===== src/rtl/secded_scrub_ctrl_pkg.sv =====
// -----------------------------------------------------------------------------
// secded_scrub_ctrl_pkg
// Shared types for the SECDED scrub controller.
//   SCRUB_ADDR_W  : address width carried by a scrub entry
//   SCRUB_CW_W    : codeword width (64 data + 8 parity)
//   scrub_entry_t : one queued write-back request {addr, data}
//   ecc_evt_e     : per-word classification of the decoder flags
//   classify_evt  : maps valid/single/double flags onto ecc_evt_e
// -----------------------------------------------------------------------------
package secded_scrub_ctrl_pkg;

   localparam int SCRUB_ADDR_W = 32;
   localparam int SCRUB_CW_W   = 72;

   typedef struct packed {
      logic [SCRUB_ADDR_W-1:0] addr;
      logic [71:0]             data;
   } scrub_entry_t;

   typedef enum logic [1:0] {
      EVT_NONE = 2'd0,
      EVT_CE   = 2'd1,
      EVT_UE   = 2'd2
   } ecc_evt_e;

   // A double error outranks a single error: the word cannot be trusted.
   function automatic ecc_evt_e classify_evt(input logic valid,
                                             input logic single_err,
                                             input logic double_err);
      ecc_evt_e evt;
      if (!valid) begin
         evt = EVT_NONE;
      end else if (double_err) begin
         evt = EVT_UE;
      end else if (single_err) begin
         evt = EVT_CE;
      end else begin
         evt = EVT_NONE;
      end
      return evt;
   endfunction

endpackage


===== src/rtl/secded_scrub_ctrl_if.sv =====
// -----------------------------------------------------------------------------
// secded_scrub_ctrl_if
// Bundles the decoder-side input and the write-back handshake.
//   dec_valid/dec_addr/dec_data/single_error/double_error : decoder outputs
//   wb_valid/wb_ready/wb_addr/wb_data                     : scrub request
// master: environment (decoder + memory controller); slave: scrub controller.
// -----------------------------------------------------------------------------
interface secded_scrub_ctrl_if #(
   parameter int ADDR_W = 32
);
   logic              dec_valid;
   logic [ADDR_W-1:0] dec_addr;
   logic [71:0]       dec_data;
   logic              single_error;
   logic              double_error;
   logic              wb_valid;
   logic              wb_ready;
   logic [ADDR_W-1:0] wb_addr;
   logic [71:0]       wb_data;

   modport master (
      output dec_valid, dec_addr, dec_data, single_error, double_error, wb_ready,
      input  wb_valid, wb_addr, wb_data
   );

   modport slave (
      input  dec_valid, dec_addr, dec_data, single_error, double_error, wb_ready,
      output wb_valid, wb_addr, wb_data
   );
endinterface


===== src/rtl/secded_scrub_fifo.sv =====
// -----------------------------------------------------------------------------
// secded_scrub_fifo
// Synchronous FIFO of scrub_entry_t with a registered head.
//   clk, rst   : clock, synchronous active-high reset (empties the FIFO)
//   push       : request to enqueue push_data (ignored when full without pop)
//   push_data  : entry to enqueue
//   pop        : dequeue the head (ignored when empty)
//   full       : all DEPTH slots occupied
//   empty      : registered; no entry present
//   head       : registered copy of the oldest entry
// -----------------------------------------------------------------------------
module secded_scrub_fifo
   import secded_scrub_ctrl_pkg::*;
#(
   parameter int DEPTH = 4
) (
   input  logic         clk,
   input  logic         rst,
   input  logic         push,
   input  scrub_entry_t push_data,
   input  logic         pop,
   output logic         full,
   output logic         empty,
   output scrub_entry_t head
);

   localparam int IDX_W = $clog2(DEPTH);
   localparam int PTR_W = IDX_W + 1;

   scrub_entry_t     mem_r [DEPTH];
   logic [PTR_W-1:0] wr_ptr_r;
   logic [PTR_W-1:0] rd_ptr_r;
   logic [PTR_W-1:0] wr_ptr_nxt_s;
   logic [PTR_W-1:0] rd_ptr_nxt_s;
   logic             empty_r;
   logic             full_s;
   logic             push_ok_s;
   logic             pop_ok_s;
   scrub_entry_t     head_r;
   scrub_entry_t     head_nxt_s;

   // Pointer arithmetic and look-ahead of the entry that becomes the head.
   always_comb begin
      full_s       = (wr_ptr_r[PTR_W-1] != rd_ptr_r[PTR_W-1]) &&
                     (wr_ptr_r[IDX_W-1:0] == rd_ptr_r[IDX_W-1:0]);
      pop_ok_s     = pop && !empty_r;
      // A simultaneous pop frees a slot, so a full FIFO can still accept.
      push_ok_s    = push && (!full_s || pop_ok_s);
      wr_ptr_nxt_s = wr_ptr_r;
      rd_ptr_nxt_s = rd_ptr_r;
      if (push_ok_s) begin
         wr_ptr_nxt_s = wr_ptr_r + PTR_W'(1);
      end else begin
         wr_ptr_nxt_s = wr_ptr_r;
      end
      if (pop_ok_s) begin
         rd_ptr_nxt_s = rd_ptr_r + PTR_W'(1);
      end else begin
         rd_ptr_nxt_s = rd_ptr_r;
      end
      // The new head is the slot being written this cycle when the reader
      // lands on it; otherwise it is already in storage.
      if (push_ok_s && (rd_ptr_nxt_s[IDX_W-1:0] == wr_ptr_r[IDX_W-1:0])) begin
         head_nxt_s = push_data;
      end else begin
         head_nxt_s = mem_r[rd_ptr_nxt_s[IDX_W-1:0]];
      end
   end

   // Storage array write; contents are don't-care while empty, so no reset.
   always_ff @(posedge clk) begin
      if (push_ok_s) begin
         mem_r[wr_ptr_r[IDX_W-1:0]] <= push_data;
      end
   end

   // Pointers, empty flag and registered head.
   always_ff @(posedge clk) begin
      if (rst) begin
         wr_ptr_r <= '0;
         rd_ptr_r <= '0;
         empty_r  <= 1'b1;
         head_r   <= '0;
      end else begin
         wr_ptr_r <= wr_ptr_nxt_s;
         rd_ptr_r <= rd_ptr_nxt_s;
         empty_r  <= (wr_ptr_nxt_s == rd_ptr_nxt_s);
         head_r   <= head_nxt_s;
      end
   end

   assign full  = full_s;
   assign empty = empty_r;
   assign head  = head_r;

endmodule


===== src/rtl/secded_scrub_ctrl.sv =====
// -----------------------------------------------------------------------------
// secded_scrub_ctrl
// Error-handling stage after the SECDED decoder: queues corrected words for
// scrub write-back, counts CE/UE/drop events, captures the first UE address.
//   clk, rst     : clock, synchronous active-high reset
//   bus (slave)  : decoder outputs in, scrub write-back handshake out
//   ce_count     : correctable events (saturating)
//   ue_count     : uncorrectable events (saturating)
//   drop_count   : scrubs lost to a full FIFO (saturating)
//   ue_valid     : ue_addr holds a captured address
//   ue_addr      : first UE address since the last clear
//   irq          : level interrupt, set on any UE or drop
//   clr          : clears counters, ue_valid, ue_addr, irq (events win)
// -----------------------------------------------------------------------------
module secded_scrub_ctrl
   import secded_scrub_ctrl_pkg::*;
#(
   parameter int ADDR_W = SCRUB_ADDR_W,
   parameter int DEPTH  = 4,
   parameter int CNT_W  = 16
) (
   input  logic                clk,
   input  logic                rst,
   secded_scrub_ctrl_if.slave  bus,
   output logic [CNT_W-1:0]    ce_count,
   output logic [CNT_W-1:0]    ue_count,
   output logic [CNT_W-1:0]    drop_count,
   output logic                ue_valid,
   output logic [ADDR_W-1:0]   ue_addr,
   output logic                irq,
   input  logic                clr
);

   // Counters stick at all-ones instead of wrapping.
   function automatic logic [CNT_W-1:0] sat_inc(input logic [CNT_W-1:0] v);
      logic [CNT_W-1:0] r;
      if (v == {CNT_W{1'b1}}) begin
         r = v;
      end else begin
         r = v + {{(CNT_W-1){1'b0}}, 1'b1};
      end
      return r;
   endfunction

   ecc_evt_e          evt_s;
   logic              ce_s;
   logic              ue_s;
   logic              pop_s;
   logic              drop_s;
   logic              fifo_full_s;
   logic              fifo_empty_s;
   scrub_entry_t      push_entry_s;
   scrub_entry_t      head_s;

   logic [CNT_W-1:0]  ce_cnt_r,   ce_cnt_nxt_s,   ce_base_s;
   logic [CNT_W-1:0]  ue_cnt_r,   ue_cnt_nxt_s,   ue_base_s;
   logic [CNT_W-1:0]  drop_cnt_r, drop_cnt_nxt_s, drop_base_s;
   logic              ue_valid_r, ue_valid_nxt_s, ue_valid_base_s;
   logic [ADDR_W-1:0] ue_addr_r,  ue_addr_nxt_s,  ue_addr_base_s;
   logic              irq_r,      irq_nxt_s,      irq_base_s;

   // Decode the flags into one-hot CE/UE strobes and the FIFO controls.
   always_comb begin
      evt_s = classify_evt(bus.dec_valid, bus.single_error, bus.double_error);
      case (evt_s)
         EVT_CE: begin
            ce_s = 1'b1;
            ue_s = 1'b0;
         end
         EVT_UE: begin
            ce_s = 1'b0;
            ue_s = 1'b1;
         end
         EVT_NONE: begin
            ce_s = 1'b0;
            ue_s = 1'b0;
         end
         default: begin
            ce_s = 1'b0;
            ue_s = 1'b0;
         end
      endcase
      pop_s             = !fifo_empty_s && bus.wb_ready;
      drop_s            = ce_s && fifo_full_s && !pop_s;
      push_entry_s.addr = bus.dec_addr;
      push_entry_s.data = bus.dec_data;
   end

   secded_scrub_fifo #(
      .DEPTH (DEPTH)
   ) u_fifo (
      .clk       (clk),
      .rst       (rst),
      .push      (ce_s),
      .push_data (push_entry_s),
      .pop       (pop_s),
      .full      (fifo_full_s),
      .empty     (fifo_empty_s),
      .head      (head_s)
   );

   // Next state of counters, UE capture and irq; clear first, event on top.
   always_comb begin
      if (clr) begin
         ce_base_s       = '0;
         ue_base_s       = '0;
         drop_base_s     = '0;
         ue_valid_base_s = 1'b0;
         ue_addr_base_s  = '0;
         irq_base_s      = 1'b0;
      end else begin
         ce_base_s       = ce_cnt_r;
         ue_base_s       = ue_cnt_r;
         drop_base_s     = drop_cnt_r;
         ue_valid_base_s = ue_valid_r;
         ue_addr_base_s  = ue_addr_r;
         irq_base_s      = irq_r;
      end

      if (ce_s) begin
         ce_cnt_nxt_s = sat_inc(ce_base_s);
      end else begin
         ce_cnt_nxt_s = ce_base_s;
      end

      if (ue_s) begin
         ue_cnt_nxt_s = sat_inc(ue_base_s);
      end else begin
         ue_cnt_nxt_s = ue_base_s;
      end

      if (drop_s) begin
         drop_cnt_nxt_s = sat_inc(drop_base_s);
      end else begin
         drop_cnt_nxt_s = drop_base_s;
      end

      // Only the first UE since the last clear is recorded.
      if (ue_s && !ue_valid_base_s) begin
         ue_valid_nxt_s = 1'b1;
         ue_addr_nxt_s  = bus.dec_addr;
      end else begin
         ue_valid_nxt_s = ue_valid_base_s;
         ue_addr_nxt_s  = ue_addr_base_s;
      end

      irq_nxt_s = irq_base_s || ue_s || drop_s;
   end

   // Status registers.
   always_ff @(posedge clk) begin
      if (rst) begin
         ce_cnt_r   <= '0;
         ue_cnt_r   <= '0;
         drop_cnt_r <= '0;
         ue_valid_r <= 1'b0;
         ue_addr_r  <= '0;
         irq_r      <= 1'b0;
      end else begin
         ce_cnt_r   <= ce_cnt_nxt_s;
         ue_cnt_r   <= ue_cnt_nxt_s;
         drop_cnt_r <= drop_cnt_nxt_s;
         ue_valid_r <= ue_valid_nxt_s;
         ue_addr_r  <= ue_addr_nxt_s;
         irq_r      <= irq_nxt_s;
      end
   end

   assign bus.wb_valid = !fifo_empty_s;
   assign bus.wb_addr  = head_s.addr;
   assign bus.wb_data  = head_s.data;
   assign ce_count     = ce_cnt_r;
   assign ue_count     = ue_cnt_r;
   assign drop_count   = drop_cnt_r;
   assign ue_valid     = ue_valid_r;
   assign ue_addr      = ue_addr_r;
   assign irq          = irq_r;

endmodule


===== src/flat_wrapper.sv =====
// flat-port wrapper written by rule: the top's interface ports become plain ports
module secded_scrub_ctrl_flat import secded_scrub_ctrl_pkg::*;
#(
   parameter int ADDR_W = SCRUB_ADDR_W,
   parameter int DEPTH  = 4,
   parameter int CNT_W  = 16
)
  (clk, rst, ce_count, ue_count, drop_count, ue_valid, ue_addr, irq, clr, bus_dec_valid, bus_dec_addr, bus_dec_data, bus_single_error, bus_double_error, bus_wb_ready, bus_wb_valid, bus_wb_addr, bus_wb_data);
  secded_scrub_ctrl_if #(.ADDR_W(ADDR_W)) bus_i ();
  input  logic clk;
  input  logic rst;
  output logic [CNT_W-1:0] ce_count;
  output logic [CNT_W-1:0] ue_count;
  output logic [CNT_W-1:0] drop_count;
  output logic ue_valid;
  output logic [ADDR_W-1:0] ue_addr;
  output logic irq;
  input  logic clr;
  input wire logic [$bits(bus_i.dec_valid)-1:0] bus_dec_valid;
  input wire logic [$bits(bus_i.dec_addr)-1:0] bus_dec_addr;
  input wire logic [$bits(bus_i.dec_data)-1:0] bus_dec_data;
  input wire logic [$bits(bus_i.single_error)-1:0] bus_single_error;
  input wire logic [$bits(bus_i.double_error)-1:0] bus_double_error;
  input wire logic [$bits(bus_i.wb_ready)-1:0] bus_wb_ready;
  output wire logic [$bits(bus_i.wb_valid)-1:0] bus_wb_valid;
  output wire logic [$bits(bus_i.wb_addr)-1:0] bus_wb_addr;
  output wire logic [$bits(bus_i.wb_data)-1:0] bus_wb_data;
  assign bus_i.dec_valid = bus_dec_valid;
  assign bus_i.dec_addr = bus_dec_addr;
  assign bus_i.dec_data = bus_dec_data;
  assign bus_i.single_error = bus_single_error;
  assign bus_i.double_error = bus_double_error;
  assign bus_i.wb_ready = bus_wb_ready;
  assign bus_wb_valid = bus_i.wb_valid;
  assign bus_wb_addr = bus_i.wb_addr;
  assign bus_wb_data = bus_i.wb_data;
  secded_scrub_ctrl #(.ADDR_W(ADDR_W), .DEPTH(DEPTH), .CNT_W(CNT_W)) u_core (.clk(clk), .rst(rst), .bus(bus_i), .ce_count(ce_count), .ue_count(ue_count), .drop_count(drop_count), .ue_valid(ue_valid), .ue_addr(ue_addr), .irq(irq), .clr(clr));
endmodule

===== config.mk =====
export PLATFORM = sky130hd
export DESIGN_NAME = secded_scrub_ctrl_flat
export DESIGN_NICKNAME = d
export VERILOG_FILES = /design/src/rtl/secded_scrub_ctrl_pkg.sv /design/src/rtl/secded_scrub_ctrl_if.sv /design/src/rtl/secded_scrub_fifo.sv /design/src/rtl/secded_scrub_ctrl.sv /design/src/flat_wrapper.sv
export SDC_FILE = /design/constraint.sdc
export NUM_CORES = 1
export LEC_CHECK = 0
export ABC_AREA = 1
export CAP_MARGIN = 20
export CORE_MARGIN = 2
export CORE_UTILIZATION = 55
export CTS_CLUSTER_DIAMETER = 150
export DETAILED_ROUTE_END_ITERATION = 8
export PLACE_DENSITY = 0.87
export SYNTH_ARGS = -nofsm -noshare
export SYNTH_HDL_FRONTEND = slang
export SYNTH_SLANG_ARGS = --single-unit

===== constraint.sdc =====
create_clock -name clk -period 8.3 [get_ports clk]
set_clock_uncertainty 0.1 [all_clocks]
set_input_delay 1.245 -clock clk [delete_from_list [all_inputs] [get_ports clk]]
set_output_delay 1.245 -clock clk [all_outputs]
set_load 0.03 [all_outputs]

==> flow_summary.toml <==
[grt]
antenna_found_initial = 4
grt_max_degree = 163
grt_remaining_overflow = 0
grt_util_all_layers_pct = 26.1
grt_pass1_wl_um = 96200
grt_pass1_vias = 18400

[floorplanning]
start_util_pct = 55.6
rows = 77
die_y_um = 215
die_x_um = 215
core_um2 = 44200
ios = 298
fp.dieArea_um2 = 46400

[clock_network]
cts_sinks = 609
ctsResizeCount = 0
path_clk_slew_ps = 60
htree_levels = 2
cts_buffers = 60
cts_hold_buffers = 0
post_cts_buffers = 0
root_buffer = "clkbuf_16"
cts_max_path_buffers = 3
clk_latency_ps = 610
cts_tree = "yes"

[detailed_routing]
drt_iter0_drc = 1709
met1_length_um = 24600
top_layer = "met5"
drt-pass1-iter-count = 6
wl_met3_um = 5360
met2_length_um = 30000
via_per_inst = 5.58
final_antenna_net_count = 0
routed_wl_um = 61800
num_vias = 18700
wire_per_inst_um = 18.4
drcViolationCount = 0

[synth]
syn_avg_cell_area_um2 = 9.98
synth_compound_area_share_pct = 9.41
synth_edf_count = 416
synth_xor_area_share_pct = 0.427
synth_nets = 2583
synthSimpleGateAreaFrac_pct = 17.2
synth_seq_area_share_pct = 66.5
ys.flop_type = "edfxtp_1"
syn_area_um2 = 24600
yosys_warnings = 0
async_flop_share_pct = 0
synth.distinct_cells = 36
synthMuxAreaShare_pct = 0
synthAdderAreaFrac_pct = 0.407
ys_ff_latch = 609
syn_inst = 2464
synth_top_family_by_area = "simple AND/OR/NAND/NOR gates"

[worst_setup_path]
cp_slowest_cell = "buf_4"
max_stage_delay_ps = 700
criticalPathCategory = "input port to register"
path_cells = "clkdlybuf4s50_1 -> nand2_2 -> nand2_1 -> o21ai_4 -> inv_2 -> buf_4 -> nand2_1 -> a21oi_4 -> buf_12 -> nand2_1 -> nand2_1 -> nor2_1"
critical_path.max_fanout = 162
crit_path_end_kind = "register"
required_ps = 8700
cp_top_family = "buffers and inverters"
critPathBufInv = 4
worst_setup_path_start_kind = "input port"
cp_common_cell = "nand2_1"
worstPathArrival_ps = 4820

[power]
ir_worst_vdd_mv = 0.156
p_leak_nw = 11.1
power_density_nw_per_um2 = 233

[hold_path]
hold_class = "register to register"

[place]
placedInstanceArea_um2 = 27900
gp_congestion = 0.857
place_hpwl_um = 36000
io_buffers = 297

[timing]
finalSetupViolations = 0
max_freq_mhz = 226
rsz0062_at_grt = "no"
fin_crit_sh_pct = 53.3
hold_viol_final = 0
fin_crit_ps = 4430
worstMarginPinSlew_ps = 1050
finalSetupTns_ps = 0
maxSlewViolCount = 0
maxSlewHeadroom_pct = 29.9

[finish]
areaGrowthSynthToFinish_pct = 22.1
drive_above_1_share_pct = 6.15
nFillCells = 3071
final_area_um2 = 30000
finalNetCount = 2831
final_util_pct = 67.9

[status]
status = "complete, no violations"

[job]
drv_cap = 0
-- worst paths after layout --
kind / to / cells after the start / startpoint / slack (ps)
max: u_core.u_fifo.head[73]$_SDFF_PP0_ / 12 / bus_wb_ready / 3870
min: u_core.ue_addr[13]$_SDFFE_PP0P_ / 2 / u_core.ue_addr[13]$_SDFFE_PP0P_ / 380
max reg2reg: u_core.u_fifo.head[73]$_SDFF_PP0_ / 11 / u_core.u_fifo.rd_ptr_r[0]$_SDFF_PP0_ / 4420
min reg2reg: u_core.ue_addr[13]$_SDFFE_PP0P_ / 2 / u_core.ue_addr[13]$_SDFFE_PP0P_ / 380
-- worst reg2reg max path: cells and delay by family, from the launching register on --
family / cells / cell delay [ps]
compound gates: 2 / 710
fa+ha+maj: 1 / 270
simple gates: 4 / 940
buf+inv: 4 / 1330
flops: 1 / 420
-- cells by family (layout without fill, tap and decap cells) --
kind of cell	count (synthesis)	in the layout
AO/OA/AOI/OAI	427	427
AND/OR/NAND/NOR	1045	1045
buffers and inverters	363	663
other	0	3
flip-flops	609	609
adder cells (fa/ha/maj)	8	8
XOR/XNOR	12	12
-- cell usage in the layout (no fill, tap or decap), drive strengths merged --
cell type and n:
nor2 501, edfxtp 416, nand2 399, clkdlybuf4s50 296, o21ai 234, inv 228, dfxtp 193, nand3 123
a21oi 88, clkbuf 83, o22ai 82, buf 25, o211ai 22, clkinv 20, xor2 10, nor3 10
nand4 8, ha 8, bufinv 7, clkinvlp 4, diode 3, xnor2 2, nor3b 2, nand3b 1
a31oi 1, and2 1
-- cell usage after synthesis, types with 2 or more instances --
cell      instances  area [um2]
nor2_1          487        1830
edfxtp_1        416       12500
nand2_1         393        1480
o21ai_0         221        1110
inv_1           215         807
dfxtp_1         193        3860
nand3_1         119         596
a21oi_1          87         435
o22ai_1          82         513
buf_2            56         280
clkbuf_1         56         210
o211ai_1         22         165
buf_1            13        48.8
inv_2            13        48.8
o21ai_1          11        55.1
nor2_2           10        62.6
xor2_1           10        87.6
ha_1              8         100
nand4_1           8        50.1
nor3_1            7        35.0
nand2_2           6        37.5
buf_4             5        37.5
buf_6             4        45.0
nand3_2           4        40.0
nor2_4            4        45.0
nor3_2            2        20.0
o21ai_2           2        17.5
xnor2_1           2        17.5
-- state kept, by name, indices dropped and copies added, names as in the netlist --
register	count
u_core.ce_count	16
u_core.drop_count	16
u_core.irq	1
u_core.u_fifo.empty	1
u_core.u_fifo.head	104
u_core.u_fifo.mem_r	416
u_core.u_fifo.rd_ptr_r	3
u_core.u_fifo.wr_ptr_r	3
u_core.ue_addr	32
u_core.ue_count	16
u_core.ue_valid	1
-- per-stage QoR --
stage / power [mW] / hold WS (ps) / setup WS (ps) / instances
2_1_floorplan: 3.94 / 399 / 1560 / 2464
3_3_place_gp: 4.24 / 369 / 3500 / 3239
3_5_place_dp: 4.27 / 378 / 3430 / 3240
4_1_cts: 7.03 / 387 / 4050 / 3354
5_1_grt: 7.22 / 405 / 3790 / 3358
6_report: 6.99 / 384 / 3870 / 3359
-- area by class of cell --
| class | count | area (um2) | share of cell area, % |
|---|---|---|---|
| inverter | 228 | 863 | 2.88 |
| clock inverter | 31 | 358 | 1.19 |
| timing repair buffer | 321 | 3220 | 10.7 |
| sequential | 609 | 16400 | 54.5 |
| clock buffer | 83 | 1680 | 5.60 |
| multi-input combinational | 1492 | 6800 | 22.7 |
| tap | 592 | 741 | 2.47 |
| antenna | 3 | 7.51 | 0.0250 |
-- per-layer routing --
layer	up-vias	GRT usage [%]
met2	921	44.1
met3	142	4.93
met1	8929	33.7
met4	2	9.84
met5	-	0
li1	8741	-
-- report_power, final --
part           total, mW  internal, mW  leakage (nW)  switching, mW
clock network       2.77          1.63         0.991           1.14
registers           3.38          3.34          5.35         0.0399
logic              0.844         0.294          4.78          0.550
Power figures use the tool's default switching activity.
